==> config.mk <==
export PLATFORM = sky130hd
export DESIGN_NAME = payload_writer
export DESIGN_NICKNAME = d
export VERILOG_FILES = /design/src/rtl/payload_writer.sv
export SDC_FILE = /design/constraint.sdc
export NUM_CORES = 1
export LEC_CHECK = 0
export ABC_CLOCK_PERIOD_IN_PS = 7600
export CAP_MARGIN = 20
export CORE_MARGIN = 1.5
export CORE_UTILIZATION = 50
export DETAILED_ROUTE_END_ITERATION = 10
export PLACE_DENSITY_LB_ADDON = 0.3
export SYNTH_ARGS = -nofsm -noshare
export SYNTH_HDL_FRONTEND = slang
export SYNTH_SLANG_ARGS = --single-unit
==> constraint.sdc <==
create_clock -name clock -period 7.6 [get_ports clock]
set_input_delay 1.52 -clock clock [delete_from_list [all_inputs] [get_ports clock]]
set_output_delay 1.52 -clock clock [all_outputs]
set_load 0.005 [all_outputs]
==> src/rtl/payload_writer.sv <==
// Byte-serial ingress stage: admits whole packets against buffer capacity, packs bytes into
// DATA_BYTES-wide blocks for the payload buffer and emits a descriptor per packet.
// Optional: define PAYLOAD_WRITER_DROP_CNT_EN to add a saturating capacity-reject counter.
module payload_writer #(
  parameter int DATA_BYTES = 4,
  parameter int ADDR_W     = 8,
  parameter int CAP_W      = 9,
  parameter int TTL_W      = 2,
  parameter int LEN_W      = 11,
  localparam int BC_W      = $clog2(DATA_BYTES)
) (
  input  logic                    clock,
  input  logic                    reset,
  input  logic                    in_valid,
  output logic                    in_ready,
  input  logic [7:0]              in_data,
  input  logic                    in_sop,
  input  logic                    in_eop,
  input  logic [LEN_W-1:0]        in_len,
  input  logic [TTL_W-1:0]        in_ttl,
  output logic                    buf_enable,
  output logic                    buf_read_write,
  output logic [8*DATA_BYTES-1:0] buf_data,
  output logic [TTL_W-1:0]        buf_ttl,
  output logic [BC_W-1:0]         buf_byte_count,
  output logic                    buf_is_last,
  input  logic [ADDR_W-1:0]       buf_address,
  input  logic [CAP_W-1:0]        buf_capacity,
`ifdef PAYLOAD_WRITER_DROP_CNT_EN
  output logic [15:0]             drop_count,
`endif
  output logic                    desc_valid,
  input  logic                    desc_ready,
  output logic [ADDR_W-1:0]       desc_address,
  output logic [LEN_W-1:0]        desc_blocks,
  output logic [TTL_W-1:0]        desc_ttl
);

  typedef enum logic [1:0] {IDLE, ACCEPT, DROP, DESC} state_e;

  state_e                  state_q, state_d;
  logic [8*DATA_BYTES-1:0] acc_q, acc_d, bdata_q, bdata_d;
  logic [BC_W-1:0]         cnt_q, cnt_d, bcnt_q, bcnt_d;
  logic                    benable_q, benable_d, blast_q, blast_d;
  logic                    first_q, first_d, trunc_q, trunc_d;
  logic [TTL_W-1:0]        ttl_q, ttl_d;
  logic [LEN_W-1:0]        need_q, need_d, blk_q, blk_d, dblocks_q, dblocks_d;
  logic [ADDR_W-1:0]       daddr_q, daddr_d;

  logic                    accept, fits, do_pack, overrun;
  logic [LEN_W-1:0]        need_in, need_base, blk_base;
  logic [BC_W-1:0]         pos;
  logic [8*DATA_BYTES-1:0] acc_ins;

  // Blocks needed for the announced length; a zero length still reserves one block.
  always_comb begin
    need_in = (in_len >> BC_W) + LEN_W'(|in_len[BC_W-1:0]);
    if (in_len == '0) need_in = LEN_W'(1);
    fits = (32'(need_in) <= 32'(buf_capacity));
  end

  always_comb begin
    in_ready = 1'b0;
    unique case (state_q)
      IDLE:         in_ready = !benable_q;
      ACCEPT, DROP: in_ready = 1'b1;
      default:      in_ready = 1'b0;
    endcase
    if (reset) in_ready = 1'b0;
  end

  assign accept = in_valid && in_ready;

  // NOTE: every signal gets a default before the case so no path leaves it unassigned and no latch is inferred.
  always_comb begin
    state_d   = state_q;
    acc_d     = acc_q;
    cnt_d     = cnt_q;
    bdata_d   = bdata_q;
    bcnt_d    = bcnt_q;
    blast_d   = blast_q;
    benable_d = 1'b0;
    first_d   = first_q;
    trunc_d   = trunc_q;
    ttl_d     = ttl_q;
    need_d    = need_q;
    blk_d     = blk_q;
    dblocks_d = dblocks_q;
    daddr_d   = daddr_q;
    do_pack   = 1'b0;
    overrun   = 1'b0;
    acc_ins   = '0;

    if (benable_q) begin
      dblocks_d = dblocks_q + LEN_W'(1);
      if (first_q) begin
        daddr_d = buf_address;
        first_d = 1'b0;
      end
    end

    unique case (state_q)
      IDLE: begin
        if (accept && in_sop) begin
          if (fits) begin
            ttl_d     = in_ttl;
            need_d    = need_in;
            blk_d     = '0;
            dblocks_d = '0;
            first_d   = 1'b1;
            trunc_d   = 1'b0;
            do_pack   = 1'b1;
            state_d   = ACCEPT;
          end else begin
            trunc_d = 1'b0;
            state_d = DROP;
          end
        end
      end
      ACCEPT: begin
        if (accept && in_sop) begin
          // A new sop closes the current packet; with an empty accumulator there is nothing left to write.
          if (cnt_q != '0) begin
            bdata_d   = acc_q;
            bcnt_d    = cnt_q - BC_W'(1);
            blast_d   = 1'b1;
            benable_d = 1'b1;
          end
          acc_d   = '0;
          cnt_d   = '0;
          state_d = DESC;
        end else if (accept) begin
          do_pack = 1'b1;
        end
      end
      DROP: begin
        if (accept && in_eop) state_d = trunc_q ? DESC : IDLE;
      end
      DESC: begin
        if (desc_ready && !benable_q) state_d = IDLE;
      end
      default: state_d = IDLE;
    endcase

    pos       = (state_q == IDLE) ? '0 : cnt_q;
    blk_base  = (state_q == IDLE) ? '0 : blk_q;
    need_base = (state_q == IDLE) ? need_in : need_q;
    if (do_pack) begin
      acc_ins = (state_q == IDLE) ? '0 : acc_q;
      acc_ins[{pos, 3'b000} +: 8] = in_data;
      if (in_eop || pos == BC_W'(DATA_BYTES - 1)) begin
        overrun   = !in_eop && (blk_base + LEN_W'(1) == need_base);
        bdata_d   = acc_ins;
        bcnt_d    = pos;
        blast_d   = in_eop || overrun;
        benable_d = 1'b1;
        acc_d     = '0;
        cnt_d     = '0;
        blk_d     = blk_base + LEN_W'(1);
        if (in_eop) begin
          state_d = DESC;
        end else if (overrun) begin
          trunc_d = 1'b1;
          state_d = DROP;
        end
      end else begin
        acc_d = acc_ins;
        cnt_d = pos + BC_W'(1);
      end
    end
  end

  // NOTE: sequential state uses non-blocking assignments so every register samples pre-edge values.
  always_ff @(posedge clock) begin
    if (reset) begin
      state_q   <= IDLE;
      acc_q     <= '0;
      cnt_q     <= '0;
      bdata_q   <= '0;
      bcnt_q    <= '0;
      blast_q   <= 1'b0;
      benable_q <= 1'b0;
      first_q   <= 1'b0;
      trunc_q   <= 1'b0;
      ttl_q     <= '0;
      need_q    <= '0;
      blk_q     <= '0;
      dblocks_q <= '0;
      daddr_q   <= '0;
    end else begin
      state_q   <= state_d;
      acc_q     <= acc_d;
      cnt_q     <= cnt_d;
      bdata_q   <= bdata_d;
      bcnt_q    <= bcnt_d;
      blast_q   <= blast_d;
      benable_q <= benable_d;
      first_q   <= first_d;
      trunc_q   <= trunc_d;
      ttl_q     <= ttl_d;
      need_q    <= need_d;
      blk_q     <= blk_d;
      dblocks_q <= dblocks_d;
      daddr_q   <= daddr_d;
    end
  end

`ifdef PAYLOAD_WRITER_DROP_CNT_EN
  logic [15:0] drop_q;
  logic        drop_inc;
  assign drop_inc = (state_q == IDLE) && accept && in_sop && !fits;
  always_ff @(posedge clock) begin
    if (reset)                               drop_q <= '0;
    else if (drop_inc && drop_q != 16'hFFFF) drop_q <= drop_q + 16'd1;
  end
  assign drop_count = drop_q;
`endif

  assign buf_enable     = benable_q;
  assign buf_read_write = 1'b1;
  assign buf_data       = bdata_q;
  assign buf_ttl        = ttl_q;
  assign buf_byte_count = bcnt_q;
  assign buf_is_last    = blast_q;
  // Descriptor is presented only once the final block write has been counted.
  assign desc_valid     = (state_q == DESC) && !benable_q;
  assign desc_address   = daddr_q;
  assign desc_blocks    = dblocks_q;
  assign desc_ttl       = ttl_q;

endmodule

==> results of run 1 <==
sequential cells by signal, indices dropped and copies added (netlist names), 2 cells and up:
register	count
acc_q	32
blk_q	11
buf_byte_count	2
buf_data	32
buf_ttl	2
cnt_q	2
desc_address	8
desc_blocks	11
need_q	10
state_q	2
final cells by class:
| cell class | instances | share of cell area, % |
|---|---|---|
| inverters | 22 | 1.04 |
| repair buffers | 112 | 13.9 |
| clock inverters | 9 | 1.60 |
| well taps | 168 | 2.66 |
| clock buffers | 23 | 5.91 |
| flip-flops and latches | 116 | 29.3 |
| multi-input cells | 521 | 45.6 |
critical path: stages:
cell             delay, ns
clkdlybuf4s50_1       0.53
nor4_1                0.43
and3_1                0.23
o21ai_0               0.16
ha_1                  0.33
nor2b_1               0.14
o21a_1                0.17
o21bai_1              0.12
a31o_2                0.31
a21o_1                0.17
buf_4                 0.44
nand3_1               0.23
o21ai_0               0.20
worst min path at each step:
stage,from,cells after the start,endpoint
finish,need_q[9]$_SDFFE_PP0P_,2,need_q[9]$_SDFFE_PP0P_
global route,desc_address[6]$_SDFFE_PP0P_,2,desc_address[6]$_SDFFE_PP0P_
CTS,need_q[9]$_SDFFE_PP0P_,2,need_q[9]$_SDFFE_PP0P_
detailed placement,need_q[9]$_SDFFE_PP0P_,2,need_q[9]$_SDFFE_PP0P_
global placement,need_q[9]$_SDFFE_PP0P_,2,need_q[9]$_SDFFE_PP0P_
floorplan,need_q[9]$_SDFFE_PP0P_,2,need_q[9]$_SDFFE_PP0P_
Yosys cell counts (all sizes together) (16+ instances only):
library cell,count,share of area [%]
nor3,41,3.4
a211oi,36,4.3
a21oi,31,2.5
buf,29,2.6
o21ai,16,1.3
nand3,27,2.2
inv,22,1.3
dfxtp,116,37
mux2i,34,5.4
a22o,32,4.5
nor2,69,4.3
clkbuf,29,1.7
nand2,45,2.8
xor2,20,2.8
ha,23,4.6
a32oi,33,4.6
routing by layer:
layer | wire length (um) | vias to the layer above
met5 | 0 | -
met4 | 430 | 0
met3 | 906 | 38
met2 | 7760 | 193
met1 | 7610 | 2788
li1 | - | 2785
stage by stage:
step / setup slack [ns] / std cells / cell area (sq um) / hold WS [ns] / util, %
6_report: 2.94 / 971 / 7910 / 0.453 / 65.3
5_1_grt: 2.69 / 971 / 7910 / 0.471 / 65.3
4_1_cts: 3.01 / 971 / 7910 / 0.457 / 65.3
3_5_place_dp: 2.59 / 939 / 7320 / 0.449 / 60.4
3_3_place_gp: 2.67 / 939 / 7320 / 0.442 / 60.4
2_1_floorplan: 3.59 / 717 / 6260 / 0.412 / -
where the power goes:
group | internal, uW | total [uW] | switching, uW
registers | 622 | 634 | 11.8
logic | 77.1 | 178 | 101
clock network | 531 | 810 | 280
logic make-up (layout without fill, tap and decap cells):
logic type | after synthesis | after routing | share of synthesized area (%)
AO/OA/AOI/OAI | 183 | 183 | 22.1
XOR/XNOR | 36 | 36 | 5.28
adder cells (fa/ha/maj) | 23 | 23 | 4.60
buffers and inverters | 80 | 166 | 5.62
flip-flops | 116 | 116 | 37.1
multiplexers | 35 | 35 | 5.62
other | 1 | 1 | 0.0599
AND/OR/NAND/NOR | 243 | 243 | 19.7
==> impl_metrics.ini, run 1 <==
[status]
status = finished, final reports clean

[critical_path]
criticalPathCategory = in -> reg
cp-endpoint = blk_q[5]$_SDFF_PP0_
worstSetupStartpoint = in_len[8]
r2r-end = buf_is_last$_SDFF_PP0_
reg2reg_depth = 13
r2r_slack_ns = 4.04
crit_required_ns = 7.94
crit_arrival_ns = 5.00
worstSetupEndpointType = flip-flop
critPathMaxFanout = 46
regToRegStartpoint = state_q[1]$_SDFF_PP0_
critPathLaunchType = input port

[cts]
clock_latency_ns = 0.42
h-tree-depth = 4
cts_resized = 0
numCtsBuffers = 17
postCtsSetupRepairBufs = 0
postCtsHoldBufs = 0
cts_tree = built
cts_root_buf = clkbuf_16
cts_buffer_depth = 2
clock_sinks = 116
path_clk_slew_ns = 0.06

[logic_synthesis]
synth_seq_area_share_pct = 37.1
synth_area_sq_mm = 0.00626
synth_cells = 717
ys.flop_type = dfxtp_1
synth-seq-cells = 116
syn_area_per_cell_sq_um = 8.73
synth-edff-count = 0
synth_nets = 784
async_reset_ff_share_pct = 0
synth_cell_type_count = 66
synth_warnings = 0

[sta]
max_freq_ghz = 0.214
fin_crit_sh_pct = 61.3
finalSetupViolCount = 0
rsz0062_at_grt = false
fin_crit_ns = 4.66
finalClockSkew_ns = 0.00708
drv_slew = 0
tightest_slew_ns = 0.985
tns_ns = 0
slew_headroom_pct = 34.2
finalHoldViolCount = 0

[grt]
grt_busiest_layer = met2
grt_max_degree = 92
antenna_found_initial = 0
gr-usage-met2_pct = 41.9
grt_use_met3_pct = 5.54
first_global_vias = 5660
grt_pass1_wl_um = 27500
met1_usage_pct = 33.4
grt.overflow.total = 0
gr-usage-all-layers_pct = 25.9

[drt]
routed_wl_um = 16700
first_pass_iters = 5
routed_via_density = 5.98
drtAntennaViolNets = 0
wire_per_inst_um = 17.2
route.detailed.drc = 0
drtIter0Drc = 518
vias = 5804

[cells_and_area]
drive_gt1_share_pct = 6.97
multi_input_area_sq_mm = 0.00361
final_common_cell = dfxtp_1
seq_area_sq_mm = 0.00232
final_cell_mix = 116 x dfxtp_1, 103 x clkdlybuf4s50_1, 67 x nor2_1
fin_nets = 857
n_fill_cell = 1032
antenna_cells = 0
syn2layout_area_growth_pct = 26.4

[pwr]
totalPowerFinal_uw = 1620
power.leakage_uw = 0.00313
p_per_area_mw_per_mm2 = 205
vdd_drop_max_v = 0.000125

[floorplanning]
ios = 106
dieHeight_um = 115
die_area_sq_mm = 0.0132
initial_core_util_pct = 51.7
die_w_um = 115
coreArea_sq_mm = 0.0121
rows = 40

[hold_path]
worstHoldPathType = reg -> reg

[place]
gp_congestion = 0.880
dp_hpwl_um = 11000
io_buffers = 104

[job]
cap_violations = 0
Power figures use the tool's default switching activity.
==> run 2, diff against run 1 <==
ABC_CLOCK_PERIOD_IN_PS = 4000   (was 7600)
CORE_UTILIZATION = 49   (was 50)
clock period = 4 ns   (was 7.6 ns; I/O delays follow)
==> impl_metrics.ini, run 2 (same netlist as run 1, synthesis figures left out) <==
[critical_path]
critPathMaxFanout = 34
cp-endpoint = buf_data[0]$_SDFF_PP0_
worst-path-buf-inv = 3
crit_required_ns = 4.32
cpLargestDelayFamily = compound AO/OA/AOI/OAI gates
reg2reg_depth = 12
critPathLaunchType = input port
crit_cells = 16
cp_slowest_stage_delay_ns = 0.46
r2r_slack_ns = 0.58
critPathSlowestCell = clkdlybuf4s50_1
crit_arrival_ns = 3.97
worstSetupStartpoint = in_len[0]
r2r-end = buf_is_last$_SDFF_PP0_
regToRegStartpoint = state_q[1]$_SDFF_PP0_
criticalPathCategory = in -> reg
worstSetupEndpointType = flip-flop
cp_cell_sequence = clkdlybuf4s50_1 -> nor2_1 -> inv_1 -> ha_1 -> nand3_1 -> nor2_1 -> xor2_1 -> ha_1 -> and3_1 -> nand3_1 -> o21bai_1 -> a31o_2 -> a21o_1 -> nand2_1 -> buf_12 -> a211oi_1

[cts]
clock_sinks = 116
numCtsBuffers = 17
clock_latency_ns = 0.42
cts_root_buf = clkbuf_16
cts_tree = built
cts_resized = 0
postCtsHoldBufs = 0
path_clk_slew_ns = 0.06
postCtsSetupRepairBufs = 0
h-tree-depth = 4
cts_buffer_depth = 2

[floorplanning]
initial_core_util_pct = 50.0
rows = 41
die_area_sq_mm = 0.0135
ios = 106
coreArea_sq_mm = 0.0125
die_w_um = 116
dieHeight_um = 116

[drt]
routed_via_density = 5.96
routed_wl_um = 17200
wire_per_inst_um = 17.3
first_pass_iters = 7
vias = 5946
route.detailed.drc = 0
drtAntennaViolNets = 0
drtIter0Drc = 403

[job]
cap_violations = 0

[cells_and_area]
final_cell_mix = 116 x dfxtp_1, 103 x clkdlybuf4s50_1, 67 x nor2_1
n_fill_cell = 1064
final_common_cell = dfxtp_1
syn2layout_area_growth_pct = 31.4
fin_nets = 879
drive_gt1_share_pct = 9.94
antenna_cells = 0

[pwr]
clock_power_share_pct = 51.9
p_seq_share_pct = 36.7
swShare_pct = 23.5
p_comb_share_pct = 11.3
vdd_drop_max_v = 0.000269
p_per_area_mw_per_mm2 = 398
p_switching_uw = 770
p_int_uw = 2510
power.leakage_uw = 0.00328

[place]
dp_slack_ns = -0.0279
dp_hpwl_um = 11300
gp_congestion = 0.863
io_buffers = 104

[sta]
rsz0062_at_grt = false
drv_slew = 0
fin_crit_ns = 3.65
tightest_slew_ns = 1.01
finalSetupViolCount = 0
finalHoldViolCount = 0
slew_headroom_pct = 32.6
whs_ns = 0.441
fin_crit_sh_pct = 91.3
fin_ws_ns = 0.350
max_freq_ghz = 0.274
finalClockSkew_ns = 0.00653

[grt]
grt.overflow.total = 0
first_global_vias = 5783
grt_pass1_wl_um = 27900
gr-usage-all-layers_pct = 26.3
grt_busiest_layer = met2
gr-usage-met2_pct = 42.4
grt_max_degree = 93
grt_use_met3_pct = 6.54
met1_usage_pct = 33.5
antenna_found_initial = 0

[hold_path]
worstHoldPathType = reg -> reg

[status]
status = finished, final reports clean
## run 2: cell count changes in the layout (fill, tap and decap cells not counted), sizes merged
cell      delta
clkinvlp     +2
clkinv       -1
bufinv       +2
buf         +22
clkbuf       -3
## run 2: cell type report
class                   count  area, sq um  area share, %
multi-input cells         521         3600           43.8
flip-flops and latches    116         2320           28.2
repair buffers            134         1340           16.3
clock buffers              20          467           5.68
well taps                 172          215           2.62
clock inverters            12          200           2.43
inverters                  22         82.6           1.00
## run 2: worst min path at each step
| stage | from | endpoint | slack (ns) | cells after the start |
|---|---|---|---|---|
| after floorplan | need_q[9]$_SDFFE_PP0P_ | need_q[9]$_SDFFE_PP0P_ | 0.41 | 2 |
| after global placement | need_q[9]$_SDFFE_PP0P_ | need_q[9]$_SDFFE_PP0P_ | 0.43 | 2 |
| after detailed placement | need_q[9]$_SDFFE_PP0P_ | need_q[9]$_SDFFE_PP0P_ | 0.44 | 2 |
| after CTS | need_q[9]$_SDFFE_PP0P_ | need_q[9]$_SDFFE_PP0P_ | 0.45 | 2 |
| after global routing | need_q[9]$_SDFFE_PP0P_ | need_q[9]$_SDFFE_PP0P_ | 0.47 | 2 |
| final | need_q[9]$_SDFFE_PP0P_ | need_q[9]$_SDFFE_PP0P_ | 0.44 | 2 |
## run 2: metrics by stage
step                      area [sq um]  util (%)  TNS (ns)  instances  total power [uW]
after global placement            7560      60.4         0        965              1580
after floorplan                   6260         -         0        717              1420
after detailed placement          7560      60.4    -0.100        965              1590
after global routing              8220      65.7         0        997              3380
final                             8220      65.7         0        997              3280
after CTS                         8220      65.7         0        997              3290
## run 2: worst reg2reg max path, cell delays in order, from the launching register on
cell and delay (ns):
dfxtp_1 0.42, inv_1 0.09, ha_1 0.33, nand2b_4 0.23
inv_1 0.07, ha_1 0.32, nand2_1 0.10, or3_1 0.37
xnor2_1 0.15, nor4_1 0.29, a21oi_1 0.12, or4_4 0.55
a221oi_2 0.28
## run 2: routing by layer
| layer | routed length, um | share of wire, % |
|---|---|---|
| met2 | 7830 | 45 |
| met1 | 7660 | 45 |
| met4 | 531 | 3.1 |
| met3 | 1190 | 6.9 |
| met5 | 0 | 0 |
## run 2: power groups by stage
stage          clock [uW]  combinational (uW)  sequential (uW)
2_1_floorplan           0                 202             1220
3_3_place_gp            0                 359             1230
3_5_place_dp            0                 365             1230
4_1_cts              1720                 369             1200
5_1_grt              1780                 401             1210
6_report             1700                 371             1200
